## src/rtl/alu_issue_ctrl.sv

```systemverilog
// rtl/alu_issue_ctrl.sv - request/response sequencer driving the ALU16 Control_Unit
// Accepts one op at a time, pulses start, waits for finish or watchdog abort, returns result.
module alu_issue_ctrl #(
    parameter int          DATA_W  = 16,
    parameter int          TIMEOUT = 64,
    parameter logic [3:0]  OP_MAX  = 4'd3
) (
    input  logic                  clk,
    input  logic                  rst_b,
    input  logic                  req_valid,
    output logic                  req_ready,
    input  logic [3:0]            req_op,
    input  logic [DATA_W-1:0]     req_x,
    input  logic [DATA_W-1:0]     req_y,
    output logic [3:0]            alu_s,
    output logic                  alu_start,
    output logic [DATA_W-1:0]     alu_x,
    output logic [DATA_W-1:0]     alu_y,
    output logic                  alu_clr,
    input  logic                  alu_finish,
    input  logic [2*DATA_W-1:0]   alu_res,
    output logic                  rsp_valid,
    input  logic                  rsp_ready,
    output logic [2*DATA_W-1:0]   rsp_res,
    output logic [1:0]            rsp_err,
    output logic                  busy
);

    localparam logic [1:0] S_IDLE  = 2'd0;
    localparam logic [1:0] S_START = 2'd1;
    localparam logic [1:0] S_WAIT  = 2'd2;
    localparam logic [1:0] S_RESP  = 2'd3;

    localparam logic [1:0] ERR_OK      = 2'd0;
    localparam logic [1:0] ERR_ILLEGAL = 2'd1;
    localparam logic [1:0] ERR_TIMEOUT = 2'd2;

    localparam logic [7:0] WDOG_LAST = 8'(TIMEOUT - 1);

    logic [1:0]          state_q, state_d;
    logic [3:0]          op_q, op_d;
    logic [DATA_W-1:0]   x_q, x_d;
    logic [DATA_W-1:0]   y_q, y_d;
    logic [2*DATA_W-1:0] res_q, res_d;
    logic [1:0]          err_q, err_d;
    logic [7:0]          wdog_q, wdog_d;
    logic                timeout_hit;

    assign timeout_hit = (wdog_q == WDOG_LAST);

    always_comb begin
        state_d = state_q;
        op_d    = op_q;
        x_d     = x_q;
        y_d     = y_q;
        res_d   = res_q;
        err_d   = err_q;
        wdog_d  = wdog_q;
        case (state_q)
            S_IDLE: begin
                if (req_valid) begin
                    op_d = req_op;
                    x_d  = req_x;
                    y_d  = req_y;
                    if (req_op <= OP_MAX) begin
                        state_d = S_START;
                    end else begin
                        // Illegal ops bypass the CU entirely and answer immediately.
                        state_d = S_RESP;
                        err_d   = ERR_ILLEGAL;
                        res_d   = '0;
                    end
                end
            end
            S_START: begin
                state_d = S_WAIT;
                wdog_d  = '0;
            end
            S_WAIT: begin
                wdog_d = wdog_q + 8'd1;
                // Finish takes priority over a watchdog expiry in the same cycle.
                if (alu_finish) begin
                    state_d = S_RESP;
                    res_d   = alu_res;
                    err_d   = ERR_OK;
                end else if (timeout_hit) begin
                    state_d = S_RESP;
                    res_d   = '0;
                    err_d   = ERR_TIMEOUT;
                end
            end
            S_RESP: begin
                if (rsp_ready) begin
                    state_d = S_IDLE;
                    wdog_d  = '0;
                end
            end
            default: begin
                state_d = S_IDLE;
            end
        endcase
    end

    always_ff @(posedge clk or negedge rst_b) begin
        if (!rst_b) begin
            state_q <= S_IDLE;
            op_q    <= '0;
            x_q     <= '0;
            y_q     <= '0;
            res_q   <= '0;
            err_q   <= '0;
            wdog_q  <= '0;
        end else begin
            state_q <= state_d;
            op_q    <= op_d;
            x_q     <= x_d;
            y_q     <= y_d;
            res_q   <= res_d;
            err_q   <= err_d;
            wdog_q  <= wdog_d;
        end
    end

    assign req_ready = (state_q == S_IDLE);
    assign busy      = (state_q != S_IDLE);
    assign alu_start = (state_q == S_START);
    assign alu_s     = op_q;
    assign alu_x     = x_q;
    assign alu_y     = y_q;
    // Clear is issued in the expiring WAIT cycle itself so the CU is flushed before RESP.
    assign alu_clr   = (state_q == S_WAIT) && !alu_finish && timeout_hit;
    assign rsp_valid = (state_q == S_RESP);
    assign rsp_res   = res_q;
    assign rsp_err   = err_q;

endmodule

```

## config.mk

```make
export PLATFORM = sky130hd
export DESIGN_NAME = alu_issue_ctrl
export DESIGN_NICKNAME = d
export VERILOG_FILES = /design/src/rtl/alu_issue_ctrl.sv
export SDC_FILE = /design/constraint.sdc
export NUM_CORES = 1
export LEC_CHECK = 0
export ABC_AREA = 1
export CAP_MARGIN = 20
export CORE_MARGIN = 2
export CORE_UTILIZATION = 44
export DETAILED_ROUTE_END_ITERATION = 12
export GPL_ROUTABILITY_DRIVEN = 0
export PLACE_DENSITY = 0.79
export SETUP_SLACK_MARGIN = 0.1
export SYNTH_ARGS = -nofsm -noshare
export SYNTH_HDL_FRONTEND = slang
export SYNTH_SLANG_ARGS = --single-unit
export TNS_END_PERCENT = 10
```

## constraint.sdc

```tcl
create_clock -name clk -period 1.8 [get_ports clk]
set_clock_uncertainty 0.05 [all_clocks]
set_input_delay 0.36 -clock clk [delete_from_list [all_inputs] [get_ports clk]]
set_output_delay 0.36 -clock clk [all_outputs]
set_load 0.01 [all_outputs]
```

==> impl_metrics.ini <==
[run_status]
outcome = finished with violations
violations = setup timing

[timing]
maxSlewHeadroom_pct = 67.2
layout_setup_ws_ns = -0.0507
hold_slack_ns = 0.430
drv_slew = 0
period_needed_ns = 1.85
rsz0062_at_grt = yes
worst_pin_slew_ns = 0.492
fmax_ghz = 0.540
layout_worst_path_cycle_share_pct = 103
hold_viol = 0
setup_viol = 1

[clock_network]
insertion_delay_ns = 0.33
cts.sinks = 80
cts_buffers = 9
clkTransAtPathRegs_ns = 0.08
h-tree-depth = 3
cts-root-buf = clkbuf_8
clk_path_buf_depth = 2
cts_tree = yes

[worst_setup_path]
slowest_stage = dfrtp_1
crit_top_cell = nand2_2
critPathCaptureType = output port
cp_top_family = simple AND/OR/NAND/NOR gates
required_ns = 1.39
cp.buffers_inverters = 1
worstSetupPathType = register to output port
crit_fanout = 2
arrival_ns = 1.44
crit_chain = ha_2 > nand2_2 > nor2_4 > nand2_2 > nor3_2 > buf_2
cpPeakStageDelay_ns = 0.37
startpoint_type = register

[grt]
overflow = 0
grt_pass1_wl_um = 14800
grt_max_degree = 38
grt_antenna_before_repair = 0
grt_pass1_vias = 3264
grt.total_usage_pct = 20.5

[route]
drt_wl_total_um = 10000
ant_nets = 0
dr.pass1.iters = 4
vias = 3357
drtIter0Drc = 106
avgRoutedWirePerCell_um = 15.0
route.detailed.drc = 0
viasPerCell = 5.02

[die]
start_util_pct = 45.3
rows = 33
die_height_um = 95.7
die_area_um2 = 9160
pin_count = 148
core_area_um2 = 8180
chipWidth_um = 95.7

[synthesis]
yosysTopAreaCell = dfrtp_1
synth.distinct_cells = 21
ys_ff_latch = 80
syn-num-nets = 465
yosysMostFrequentCell = nand2_1
ys_seq_area_share_pct = 54.1
synth_edf_count = 0
synth_cells = 386
synth_top_cell_area_share_pct = 54.1
synth_flop_cell = dfrtp_1
postSynthAreaPerCell_um2 = 9.59
async_flop_share_pct = 100
ys_warn_count = 0
synth.cell_area_um2 = 3700
yosys-top-cells-count = nand2_1 (97), dfrtp_1 (80), inv_1 (45)
synthTopCellsByArea = dfrtp_1 (54%), mux2_2 (11%), nand2_1 (9.8%), nand4_1 (6.1%), inv_1 (4.6%)

[power]
powerDensity_nw_per_um2 = 1660
peakVddDrop_mv = 1.17
power.leakage_nw = 3.21

[placement]
place_worst_setup_slack_ns = -0.216
post-dp-hpwl_um = 6790
dp_cells = 645
io_buffers = 147

[layout]
diodes = 0
syn2layout_area_growth_pct = 65.3
layout-drive-gt1-share_pct = 28.7
fin_nets = 639
instances_no_fill = 669

[flow_run]
cap_violations = 0

[min_path]
hold_path.class = register to register
logic make-up (layout without fill, tap and decap cells):
group	count (synthesis)	in the layout	synth area share [%]
multiplexers	36	36	10.9
adder cells (fa/ha/maj)	6	6	2.03
buffers and inverters	66	244	8.79
AO/OA/AOI/OAI	14	14	2.20
AND/OR/NAND/NOR	184	184	22.0
flip-flops	80	80	54.1
report_power, final:
group	switching (W)	internal (W)	leakage, nW
logic	0.00257	0.00296	2.07
clock network	0.000629	0.000917	0.113
registers	0.000538	0.00257	1.02
stage by stage:
step           area, um2  utilization, %  TNS [ns]  power, W
6_report            6120            74.8   -0.0507    0.0102
5_1_grt             6120            74.8    -0.427    0.0108
4_1_cts             5680            69.4   -0.0791   0.00935
3_5_place_dp        5420            66.3     -1.33   0.00774
3_3_place_gp        5420            66.3    -0.523   0.00758
2_1_floorplan       3700               -         0   0.00526
registers in the layout, summed over array words and instances, names as in the netlist:
register / flops
alu_x: 16
state_q: 2
rsp_res: 32
alu_s: 4
wdog_q: 8
alu_y: 16
rsp_err: 2
layout by cell type, fill, tap and decap left out, types with 2 or more instances in the layout:
master,netlist,layout
ha_2,0,2
nand4_1,36,36
nand2_2,1,33
nor2_4,0,2
nand2_1,97,43
dlymetal6s2s_1,0,18
nor2_1,40,39
buf_6,7,5
a21oi_1,6,5
dfrtp_1,80,79
buf_2,5,4
bufinv_16,0,3
ha_1,6,2
clkbuf_16,0,3
inv_1,45,42
nand2_4,0,22
clkbuf_8,0,9
nand3_1,6,6
o21ai_0,7,6
buf_12,0,5
inv_2,1,4
buf_4,5,24
ha_4,0,2
mux2_2,36,36
clkdlybuf4s50_1,0,123
cell type report:
type	instances	area [um2]
clock buffer	10	128
multi-input combinational	240	1680
timing repair buffer	183	1900
clock inverter	5	106
sequential	80	2000
inverter	46	173
tap	105	131
fill	602	2060
worst paths after layout:
check	from	to	slack [ns]	cells past startpoint
min	rsp_res[0]	rsp_res[0]	0.43	2
max	wdog_q[0]	alu_clr	-0.05	6
max in group asynchronous	rst_b	rsp_res[31]	0.64	3
min in group asynchronous	rst_b	alu_x[9]	0.47	2
max reg2reg	wdog_q[0]	rsp_res[6]	0.03	10
min reg2reg	rsp_res[0]	rsp_res[0]	0.43	2
layer usage:
metal	part of all wire (%)	global-route usage [%]	vias to the layer above
li1	-	-	1593
met1	40	24.8	1652
met2	53	36.1	104
met3	6.0	5.01	8
met4	1.0	6.31	0
met5	0	0	-
worst min-delay path: stages (launching register included):
cell and delay [ns]:
dfrtp_1 0.36, nand2_2 0.04, nand2_1 0.05
what timing repair did:
item	in CTS	in global routing
endpoints found under the setup margin	28	57
hold endpoints to repair	35	0
resized for setup	25	110
buffers inserted	1	4
hold buffers	1	0
pin swaps	0	9
gates cloned	0	3
No activity file was read; power rests on OpenSTA's default activity.
